File: src/rtl/pool_out_buffer_if.sv
// Handshake bundle between the max-pooler, the pooled-output buffer and the consumer.
// The buffer uses the slave modport. The producer/consumer side uses the master modport.
interface pool_out_buffer_if #(
    parameter int DW = 16
);
    logic          pl_valid;
    logic [5:0]    pl_addr;
    logic [DW-1:0] pl_data;
    logic [2:0]    pl_his;
    logic          pl_done;
    logic          out_valid;
    logic          out_ready;
    logic [DW-1:0] out_data;
    logic [2:0]    out_his;
    logic [5:0]    out_idx;
    logic          out_last;

    modport master (
        output pl_valid, pl_addr, pl_data, pl_his, pl_done, out_ready,
        input  out_valid, out_data, out_his, out_idx, out_last
    );

    modport slave (
        input  pl_valid, pl_addr, pl_data, pl_his, pl_done, out_ready,
        output out_valid, out_data, out_his, out_idx, out_last
    );
endinterface

File: src/rtl/pool_out_buffer.sv
// Captures the pooled stream into an N*N register buffer, then replays it in address order.
// Optional macro POOL_OUT_RELU_EN: negative pooled values are stored as zero.
module pool_out_buffer #(
    parameter int N  = 3,
    parameter int DW = 16
) (
    input  logic                 clk,
    input  logic                 rst_n,
    pool_out_buffer_if.slave     bus,
    output logic                 busy,
    output logic                 buf_done,
    output logic                 err
);
    localparam int         DEPTH    = N * N;
    localparam int         AW       = (DEPTH > 1) ? $clog2(DEPTH) : 1;
    localparam int         WW       = DW + 3;
    localparam logic [6:0] DEPTH_C  = 7'(DEPTH);
    localparam logic [5:0] LAST_IDX = 6'(DEPTH - 1);

    typedef enum logic [1:0] {
        ST_IDLE    = 2'd0,
        ST_CAPTURE = 2'd1,
        ST_DRAIN   = 2'd2
    } state_t;

    function automatic logic [DW-1:0] store_value(input logic [DW-1:0] v);
`ifdef POOL_OUT_RELU_EN
        return v[DW-1] ? {DW{1'b0}} : v;
`else
        return v;
`endif
    endfunction

    state_t        state_q, state_d;
    logic [6:0]    count_q, count_d;
    logic          out_valid_q, out_valid_d;
    logic [DW-1:0] out_data_q, out_data_d;
    logic [2:0]    out_his_q, out_his_d;
    logic [5:0]    out_idx_q, out_idx_d;
    logic          out_last_q, out_last_d;
    logic          busy_q, busy_d;
    logic          buf_done_q, buf_done_d;
    logic          err_q, err_d;

    logic [WW-1:0] mem_q [0:DEPTH-1];
    logic          addr_ok_s;
    logic          wr_en_s;
    logic [AW-1:0] wr_addr_s;
    logic [WW-1:0] wr_word_s;
    logic [AW-1:0] rd_addr_s;
    logic [WW-1:0] rd_word_s;
    logic [5:0]    nxt_idx_s;

    assign addr_ok_s = ({1'b0, bus.pl_addr} < DEPTH_C);
    assign wr_addr_s = bus.pl_addr[AW-1:0];
    assign wr_word_s = {store_value(bus.pl_data), bus.pl_his};
    assign nxt_idx_s = out_idx_q + 6'd1;
    assign rd_word_s = mem_q[rd_addr_s];

    // Next-state, capture write enable and output-register loading.
    always_comb begin
        state_d     = state_q;
        count_d     = count_q;
        out_valid_d = out_valid_q;
        out_data_d  = out_data_q;
        out_his_d   = out_his_q;
        out_idx_d   = out_idx_q;
        out_last_d  = out_last_q;
        buf_done_d  = 1'b0;
        err_d       = err_q;
        wr_en_s     = 1'b0;
        rd_addr_s   = {AW{1'b0}};

        case (state_q)
            ST_IDLE: begin
                if (bus.pl_valid) begin
                    state_d = ST_CAPTURE;
                    if (addr_ok_s) begin
                        wr_en_s = 1'b1;
                        count_d = 7'd1;
                    end else begin
                        count_d = 7'd0;
                        err_d   = 1'b1;
                    end
                end else begin
                    state_d = ST_IDLE;
                end
            end
            ST_CAPTURE: begin
                if (bus.pl_valid && addr_ok_s) begin
                    wr_en_s = 1'b1;
                    count_d = (count_q < DEPTH_C) ? (count_q + 7'd1) : count_q;
                end else if (bus.pl_valid) begin
                    err_d = 1'b1;
                end else begin
                    count_d = count_q;
                end
                // Either end-of-pass pulse or the active signal dropping closes the pass.
                if (bus.pl_done || !bus.pl_valid) begin
                    state_d = ST_DRAIN;
                end else begin
                    state_d = ST_CAPTURE;
                end
            end
            ST_DRAIN: begin
                if (bus.pl_valid) begin
                    err_d = 1'b1;
                end else begin
                    err_d = err_q;
                end
                // out_valid is low only on the first drain cycle: present entry 0.
                if (!out_valid_q) begin
                    rd_addr_s   = {AW{1'b0}};
                    out_valid_d = 1'b1;
                    out_data_d  = rd_word_s[WW-1:3];
                    out_his_d   = rd_word_s[2:0];
                    out_idx_d   = 6'd0;
                    out_last_d  = (LAST_IDX == 6'd0);
                    if (count_q < DEPTH_C) begin
                        err_d = 1'b1;
                    end else begin
                        err_d = err_d;
                    end
                end else if (bus.out_ready) begin
                    if (out_idx_q == LAST_IDX) begin
                        out_valid_d = 1'b0;
                        out_last_d  = 1'b0;
                        buf_done_d  = 1'b1;
                        state_d     = ST_IDLE;
                    end else begin
                        rd_addr_s   = nxt_idx_s[AW-1:0];
                        out_data_d  = rd_word_s[WW-1:3];
                        out_his_d   = rd_word_s[2:0];
                        out_idx_d   = nxt_idx_s;
                        out_last_d  = (nxt_idx_s == LAST_IDX);
                    end
                end else begin
                    out_valid_d = out_valid_q;
                end
            end
            default: begin
                state_d = ST_IDLE;
            end
        endcase

        busy_d = (state_d != ST_IDLE);
    end

    // Control and output registers.
    always_ff @(posedge clk or negedge rst_n) begin
        if (!rst_n) begin
            state_q     <= ST_IDLE;
            count_q     <= 7'd0;
            out_valid_q <= 1'b0;
            out_data_q  <= {DW{1'b0}};
            out_his_q   <= 3'd0;
            out_idx_q   <= 6'd0;
            out_last_q  <= 1'b0;
            busy_q      <= 1'b0;
            buf_done_q  <= 1'b0;
            err_q       <= 1'b0;
        end else begin
            state_q     <= state_d;
            count_q     <= count_d;
            out_valid_q <= out_valid_d;
            out_data_q  <= out_data_d;
            out_his_q   <= out_his_d;
            out_idx_q   <= out_idx_d;
            out_last_q  <= out_last_d;
            busy_q      <= busy_d;
            buf_done_q  <= buf_done_d;
            err_q       <= err_d;
        end
    end

    // Buffer storage; contents are not reset.
    always_ff @(posedge clk) begin
        if (wr_en_s) begin
            mem_q[wr_addr_s] <= wr_word_s;
        end
    end

    assign bus.out_valid = out_valid_q;
    assign bus.out_data  = out_data_q;
    assign bus.out_his   = out_his_q;
    assign bus.out_idx   = out_idx_q;
    assign bus.out_last  = out_last_q;
    assign busy          = busy_q;
    assign buf_done      = buf_done_q;
    assign err           = err_q;
endmodule

File: src/flat_wrapper.sv
// flat-port wrapper written by rule: the top's interface ports become plain ports
module pool_out_buffer_flat 
#(
    parameter int N  = 3,
    parameter int DW = 16
)
  (clk, rst_n, busy, buf_done, err, bus_pl_valid, bus_pl_addr, bus_pl_data, bus_pl_his, bus_pl_done, bus_out_ready, bus_out_valid, bus_out_data, bus_out_his, bus_out_idx, bus_out_last);
  pool_out_buffer_if #(.DW(DW)) bus_i ();
  input  logic clk;
  input  logic rst_n;
  output logic busy;
  output logic buf_done;
  output logic err;
  input wire logic [$bits(bus_i.pl_valid)-1:0] bus_pl_valid;
  input wire logic [$bits(bus_i.pl_addr)-1:0] bus_pl_addr;
  input wire logic [$bits(bus_i.pl_data)-1:0] bus_pl_data;
  input wire logic [$bits(bus_i.pl_his)-1:0] bus_pl_his;
  input wire logic [$bits(bus_i.pl_done)-1:0] bus_pl_done;
  input wire logic [$bits(bus_i.out_ready)-1:0] bus_out_ready;
  output wire logic [$bits(bus_i.out_valid)-1:0] bus_out_valid;
  output wire logic [$bits(bus_i.out_data)-1:0] bus_out_data;
  output wire logic [$bits(bus_i.out_his)-1:0] bus_out_his;
  output wire logic [$bits(bus_i.out_idx)-1:0] bus_out_idx;
  output wire logic [$bits(bus_i.out_last)-1:0] bus_out_last;
  assign bus_i.pl_valid = bus_pl_valid;
  assign bus_i.pl_addr = bus_pl_addr;
  assign bus_i.pl_data = bus_pl_data;
  assign bus_i.pl_his = bus_pl_his;
  assign bus_i.pl_done = bus_pl_done;
  assign bus_i.out_ready = bus_out_ready;
  assign bus_out_valid = bus_i.out_valid;
  assign bus_out_data = bus_i.out_data;
  assign bus_out_his = bus_i.out_his;
  assign bus_out_idx = bus_i.out_idx;
  assign bus_out_last = bus_i.out_last;
  pool_out_buffer #(.N(N), .DW(DW)) u_core (.clk(clk), .rst_n(rst_n), .bus(bus_i), .busy(busy), .buf_done(buf_done), .err(err));
endmodule
File: config.mk
export PLATFORM = sky130hd
export DESIGN_NAME = pool_out_buffer_flat
export DESIGN_NICKNAME = d
export VERILOG_FILES = /design/src/rtl/pool_out_buffer_if.sv /design/src/rtl/pool_out_buffer.sv /design/src/flat_wrapper.sv
export SDC_FILE = /design/constraint.sdc
export NUM_CORES = 1
export LEC_CHECK = 0
export CAP_MARGIN = 5
export CORE_MARGIN = 2
export CORE_UTILIZATION = 35
export DETAILED_ROUTE_END_ITERATION = 8
export GPL_TIMING_DRIVEN = 0
export HOLD_SLACK_MARGIN = 0.05
export SYNTH_ARGS = -nofsm -noshare
export SYNTH_HDL_FRONTEND = slang
export SYNTH_SLANG_ARGS = --single-unit
File: constraint.sdc
create_clock -name clk -period 7.74 [get_ports clk]
set_input_delay 1.161 -clock clk [delete_from_list [all_inputs] [get_ports clk]]
set_output_delay 1.161 -clock clk [all_outputs]
set_load 0.05 [all_outputs]
* Word-level counts from Yosys, hierarchy flattened *
Memory sizes are Yosys's and may differ from the RTL's.
Cells that the tools add are included.

word-level totals
  register bits = 39
  input port bits = 30
  memory bits (read-only) = 0
  bits in latches = 0
  word-level logic and storage cells = 84
  memories kept = 1
  memory bits (writable) = 171
  output and inout bits = 30

operators by class
  bitwise operators = 0
  $mul = 0
  $lt $le $gt $ge = 2
  equality and inequality tests = 11
  divide/modulo/power cells = 0
  shift-type cells = 0
  reduce and logical (&&, ||, !) cells = 11
  add/sub/neg operators = 2
  muxes and demuxes = 47

memory list
  memory        depth  bits a word  rd ports  clocked after Yosys merged registers in  wr ports  line                   source
  u_core.mem_q  9      19           1         0                                        1         pool_out_buffer.sv:45  logic [WW-1:0] mem_q [0:DEPTH-1];

operator list
  operator               number
  $mux W16               3
  $mux W1                23
  $mux W7                3
  $mux W6                3
  $mux W4                4
  $pmux W7 S2            1
  $eq A6 B4 Y1 const B   2
  $ne A2 B2 Y1 const B   5
  $mux W3                3
  $mux W2                4
  $reduce_and A4 Y1      2
  $add A7 B1 Y7 const B  1
  $lt A7 B4 Y1 const B   1
  $add A6 B1 Y6 const B  1
  $lt A6 B4 Y1 const B   1
  $pmux W2 S3            1
  $ne A2 B1 Y1 const B   2
  $reduce_bool A2 Y1     2
  $pmux W1 S3            1
  $reduce_and A3 Y1      1
  $reduce_bool A3 Y1     1
  $eq A2 B1 Y1 const B   1
  $eq A2 B2 Y1 const B   1
  $logic_not A2 Y1       1
  5 further kinds        5

* Depth between registers and ports, before layout *
Gate-level depths: netlist (run 1).
An unclocked memory read counts as a cell.

  depth after elaboration = 9
  gate-level depth with buffers = 10
  gate-level depth less buffers = 7

* Worst setup path after synthesis (run 1) *
No wires, ideal clock.

  path kind = in2reg
  from = input bus_pl_addr[2]
  to = memory u_core.mem_q[8][0] in the netlist's numbering, enable pin
  stages on the path = 3
  setup time = 0.444 ns
  arrival time = 3.775 ns
  slack = 3.521 ns
  data required time = 7.296 ns
  path buffers = 0
  cell sequence = o31a_1 > or3_1 > nor4_1

between the ends
  cells in the longest elaborated chain, start to end = 6
  elaborated cells between the ends (all ways) = 8
  classes of those cells = 1 x order compare; 6 x mux; 1 x reduce/logical

ends and longest elaborated chain
  item                                                   line                                          source
  start, declared                                        flat_wrapper.sv:15                            input wire logic [$bits(bus_i.pl_addr)-1:0] bus_pl_addr;
  $lt A6 B4 Y1                                           pool_out_buffer.sv:54                         assign addr_ok_s = ({1'b0, bus.pl_addr} < DEPTH_C);
  $mux W1 / $logic_and A1 B1 Y1 (equally long branches)  pool_out_buffer.sv:78, pool_out_buffer.sv:90
  $mux W1, on equally long branches                      pool_out_buffer.sv:76, pool_out_buffer.sv:90
  $pmux W1 S2                                            pool_out_buffer.sv:74                         case (state_q)
  $mux W1                                                pool_out_buffer.sv:178                        if (wr_en_s) begin
  $mux W1 (not written as such)                          pool_out_buffer.sv:179                        mem_q[wr_addr_s] <= wr_word_s;
  end, declared                                          pool_out_buffer.sv:45

Parallel ways exist; a longest one is shown, timed or not.

* Worst setup path in the final report (run 1) *
  from = input bus_pl_addr[1]
  to = memory u_core.mem_q[2][6] in the netlist's numbering, enable pin

Same word-level chain as after synthesis.

==> reports/qor.yml, run 1 <==
status: "complete, no violations"
hold_viol: 0
min_path_cells: 2
h-tree-depth: 1
clk_pin_slew_ns: 0.06
post_dp_cell_area_mm2: 0.00977
cts_tree: "done"
path_cells: "clkdlybuf4s50_1, o31a_1, or3_1, nor2_1, nand2_1, nor2_2, buf_8"
async_flop_share_pct: 18.6
synthesis.instances: 565
r2r_cells: 8
syn_avg_cell_area_um2: 15.2
worst-setup-path-type: "input port to flop"
setup_tns_ns: 0
ant_nets: 0
clock-sinks: 210
ctsHoldBuffers: 0
yosys_warnings: 0
die_height_um: 160
grt-ovfl-total: 0
startpoint: "bus_pl_addr[1]"
viasPerCell: 5.26
rows: 57
vias: 5266
grtUsageTotal_pct: 16.8
setup_ws_ns: 4.23
grt_setup_unrepaired: "false"
initial_core_util_pct: 35.4
cts_resized: 0
final_nets: 700
drv_slew: 0
fin_skew_ns: 0.0184
ir_worst_vdd_mv: 0.125
cp.arrival_ns: 3.70
cts_setup_buffers: 0
final_area_mm2: 0.0105
postLayoutCoreUtil_pct: 43.6
yosysTopAreaCell: "edfxtp_1"
drc_errors: 0
min-delay-start: "u_core.mem_q[8][6]"
fmax_mhz: 285
critPathSlowestCell: "nor2_2"
cts_root_buffer: "clkbuf_16"
synth_flop_cell: "edfxtp_1"
antenna_found_initial: 0
area_growth_pct: 23.2
place.gp.congestion: 0.823
critical_path.top_delay_family: "simple AND/OR/NAND/NOR gates"
crit_path_start_kind: "input port"
synth.distinct_cells: 60
top_layer: "met4"
critPathRequiredTime_ns: 7.93
fp.dieArea_mm2: 0.0257
cp_num_cells: 7
synth_seq_cells: 210
io_pins: 60
r2r-start: "u_core.bus.out_idx[0]"
final_cell_mix: "edfxtp_1 (171), clkdlybuf4s50_1 (57), nand2_1 (40)"
post-place-ws_ns: 3.72
max_stage_delay_ns: 0.66
drt-total-wl_um: 21400
fin_crit_sh_pct: 45.4
fillCellCount: 2127
setup_viol: 0
grt_pass1_wl_um: 33000
dp_hpwl_um: 14300
fp.coreArea_mm2: 0.0242
worstPathMaxFanout: 10
seq_area_frac_synth_pct: 71.4
firstDrtPassIters: 5
final_cells: 1001
port_buffers: 58
netlist_top_cells_area: "edfxtp_1 (60%), dfrtp_1 (11%), mux2_2 (2.5%)"
final_layout_size_suffix_gt1_share_pct: 19.1
cts_buffers: 23
end_kind: "flop"
wl_met2_um: 10400
grt_max_degree: 30
avgRoutedWirePerCell_um: 21.4
hold_path.class: "flop to flop"
antenna-diode-count: 0
fin_crit_ns: 3.51
synth_nets: 603
p_per_area_mw_per_mm2: 343
synthesis.area_mm2: 0.00856
met3_wirelength_um: 1140
synth_edf_count: 171
dp_cells: 961
clk_latency_ns: 0.51
slew_headroom_pct: 35.9
die_x_um: 160
path_buf_inv: 2
synth_top_cell_area_share_pct: 60.0
drv_cap: 0
wl_met1_um: 9450
tightest_slew_ns: 0.961
p_leak_nw: 3.59
drt_iter0_drc: 530
grt_pass1_vias: 5407
layout_commonest_cell: "edfxtp_1"
clockBufferDepth: 3
Yosys cell counts, types with 7 or more instances:
cell type and number:
a22oi_1 19, inv_1 8, buf_2 16, a21oi_1 14
nand2_1 40, o31ai_1 10, nor2b_1 19, ha_1 8
a221oi_1 8, dfrtp_1 39, a211oi_1 11, clkbuf_1 7
o32ai_1 18, a31oi_1 15, o31ai_2 10, o21ai_0 22
o21ai_1 10, mux2_2 19, edfxtp_1 171, mux2i_1 8
nor2_1 38
path summary, 6_finish.rpt:
kind / to / slack [ns]
max in group asynchronous: u_core.bus.out_data[12] / 6.69
setup reg to reg: u_core.bus.out_data[13] / 4.83
hold / removal: u_core.bus.out_data[3] / 0.49
min in group asynchronous: u_core.bus.out_data[8] / 0.56
hold reg to reg: u_core.bus.out_data[3] / 0.49
setup / recovery: u_core.mem_q[2][6] / 4.23
state kept, by name, summed over array words and instances (netlist names):
register and count:
u_core.bus.out_data 16, u_core.bus.out_last 1, u_core.err 1, u_core.count_q 7, u_core.bus.out_his 3, u_core.busy 1
u_core.bus.out_valid 1, u_core.mem_q 171, u_core.bus.out_idx 6, u_core.buf_done 1, u_core.state_q 2
stage by stage:
| step | power [W] | hold slack [ns] |
|---|---|---|
| after floorplan | 0.00212 | 0.462 |
| after global placement | 0.00249 | 0.470 |
| after detailed placement | 0.00251 | 0.488 |
| after CTS | 0.00364 | 0.494 |
| after global routing | 0.00377 | 0.513 |
| final | 0.00361 | 0.490 |
where the power goes:
part	internal (W)	switching (W)	total [W]
registers	0.00130	0.0000679	0.00136
logic	0.000383	0.000748	0.00113
clock network	0.000696	0.000424	0.00112
total	0.00238	0.00124	0.00361
cells by family (layout without fill, tap and decap cells):
family          Yosys count  count (layout)  synth area share [%]
buf+inv                  40             152                  2.62
fa+ha+maj                 8               8                  1.17
compound gates          154             154                  13.5
xor+xnor                  3               3                 0.482
mux                      28              28                  3.57
simple gates            122             122                  7.31
flops                   210             210                  71.4
per-layer routing:
layer | vias up | GRT usage (%)
met5 | - | 0
met4 | 0 | 4.67
met3 | 33 | 2.94
met2 | 166 | 28.0
met1 | 2669 | 22.6
li1 | 2398 | -
worst reg2reg max path, stage by stage, from the launching register on:
cell	delay, ns
dfrtp_1	0.42
buf_2	0.26
inv_2	0.17
ha_1	0.38
clkbuf_1	0.56
clkbuf_1	0.53
a31oi_1	0.19
nor2_1	0.19
o31ai_2	0.09
final cells by class:
cell class	instances	area [um2]	area share, %
Clock inverter	12	164	1.55
Tap cell	324	405	3.84
Buffer	31	190	1.80
Multi-Input combinational cell	315	2260	21.4
Inverter	9	33.8	0.320
Sequential cell	210	6110	57.9
Clock buffer	28	614	5.83
Timing Repair Buffer	72	769	7.30
Power figures use the tool's default switching activity.
==> inputs of run 2 (changes only) <==
clock period = 3 ns   (was 7.74 ns; I/O delays follow)
==> reports/qor.yml, run 2 (synthesized netlist as in run 1, its figures left out) <==
hold_end: "u_core.state_q[0]"
port_buffers: 58
cts_setup_buffers: 0
critPathSlowestCell: "nor2_2"
postLayoutCoreUtil_pct: 44.3
hold_viol: 0
r2r_cells: 7
cp.arrival_ns: 3.01
final_cells: 1004
ir_worst_vdd_mv: 0.485
clk_latency_ns: 0.51
p_leak_nw: 3.65
die_x_um: 160
clockBufferDepth: 3
status: "complete, no violations"
critPathRequiredTime_ns: 3.22
fillCellCount: 2120
fp.coreArea_mm2: 0.0242
grt_pass1_wl_um: 32100
regMostFlops: "u_core.mem_q"
initial_core_util_pct: 35.4
drv_cap: 0
drt-total-wl_um: 20900
rows: 57
antenna-diode-count: 0
layout_commonest_cell: "edfxtp_1"
place.gp.congestion: 0.802
dp_cells: 959
drv_slew: 0
crit_path_start_kind: "input port"
vias: 5256
fmax_mhz: 359
met3_wirelength_um: 932
wl_met1_um: 9150
setup_viol: 0
h-tree-depth: 1
fin_skew_ns: 0.00622
setup_tns_ns: 0
fin_crit_sh_pct: 92.9
viasPerCell: 5.24
grt_max_degree: 29
die_height_um: 160
clk_pin_slew_ns: 0.06
r2r-start: "u_core.state_q[0]"
min-delay-start: "bus_pl_valid"
dp_hpwl_um: 14100
firstDrtPassIters: 4
tightest_slew_ns: 0.962
end_kind: "flop"
p_per_area_mw_per_mm2: 901
hold_slack_ns: 0.353
min_path_cells: 3
drt_iter0_drc: 317
r2r_slack_ns: 0.32
worstPathMaxFanout: 12
wl_met2_um: 10500
ant_nets: 0
cts_root_buffer: "clkbuf_16"
grt-ovfl-total: 0
slew_headroom_pct: 35.8
fin_crit_ns: 2.79
drc_errors: 0
grt_pass1_vias: 5461
path_cells: "clkdlybuf4s50_1, o31a_1, or3_1, nor2_1, nand2_1, nor2_2, buf_16"
grtUsageTotal_pct: 16.3
io_pins: 60
area_growth_pct: 25.1
hold_path.class: "input port to flop"
max_stage_delay_ns: 0.63
clock-sinks: 210
final_layout_size_suffix_gt1_share_pct: 19.4
r2r-end: "u_core.mem_q[6][5]"
largest_reg_flops: 171
cts_buffers: 24
antenna_found_initial: 0
final_cell_mix: "edfxtp_1 (171), clkdlybuf4s50_1 (57), nand2_1 (40)"
worst-setup-path-type: "input port to flop"
final_nets: 700
fp.dieArea_mm2: 0.0257
top_layer: "met4"
avgRoutedWirePerCell_um: 20.8
cts_tree: "done"
grt_setup_unrepaired: "false"
run 2: per-stage QoR:
step                cell area (um2)  setup slack (ns)  total power [W]
finish                        10700             0.212          0.00965
global route                  10700            0.0847           0.0101
CTS                           10700             0.102          0.00972
detailed placement             9800            -0.290          0.00649
global placement               9560             -1.73          0.00642
floorplan                      8570            0.0499          0.00547
run 2: how the worst max path moves through the flow:
stage / start / endpoint / slack (ns) / depth (start not counted)
finish: bus_pl_addr[1] / u_core.mem_q[1][5] / 0.21 / 7
global route: bus_pl_addr[1] / u_core.mem_q[0][5] / 0.08 / 7
CTS: u_core.bus.out_idx[0] / u_core.bus.out_his[0] / 0.10 / 8
detailed placement: bus_pl_addr[1] / u_core.mem_q[0][5] / -0.29 / 7
global placement: bus_pl_addr[1] / u_core.mem_q[8][6] / -1.73 / 4
floorplan: bus_pl_valid / u_core.mem_q[4][0] / 0.05 / 5
run 2: area by class of cell:
class                   instances  area, um2  area share (%)
multi-input cells             315       2270            21.2
repair buffers                 71        797            7.44
clock buffers                  31        698            6.52
inverters                       9       33.8           0.315
well taps                     324        405            3.79
plain buffers                  31        191            1.79
flip-flops and latches        210       6110            57.1
clock inverters                13        199            1.86
run 2: per-layer routing:
metal | vias to the layer above | GRT usage, %
met5 | - | 0
met4 | 0 | 4.30
met3 | 30 | 2.51
met2 | 141 | 28.4
met1 | 2676 | 21.4
li1 | 2409 | -
run 2: timing repair:
item | 4_1_cts | 5_1_grt
hold buffers | 1 | 0
hold endpoints to repair | 11 | 0
endpoints found under the setup margin | 0 | 2
resized for setup | 0 | 2
run 2: where the power goes:
group | switching (W) | leakage (nW) | total [W] | internal [W]
Clock | 0.00114 | 0.437 | 0.00322 | 0.00207
Combinational | 0.00192 | 1.18 | 0.00291 | 0.000992
Sequential | 0.000175 | 2.04 | 0.00352 | 0.00334
run 2: worst max-delay path: cells and delay by family:
kind | cells | cell delay [ns]
and+or+nand+nor | 4 | 1.35
AOI/OAI and AO/OA | 1 | 0.38
buffers and inverters | 2 | 0.82
==> inputs of run 3 (changes only) <==
CTS_CLUSTER_SIZE = 20   (was unset)
==> results of run 3 <==
Same layout as run 2: the final DEF is identical, and so are final timing and power.
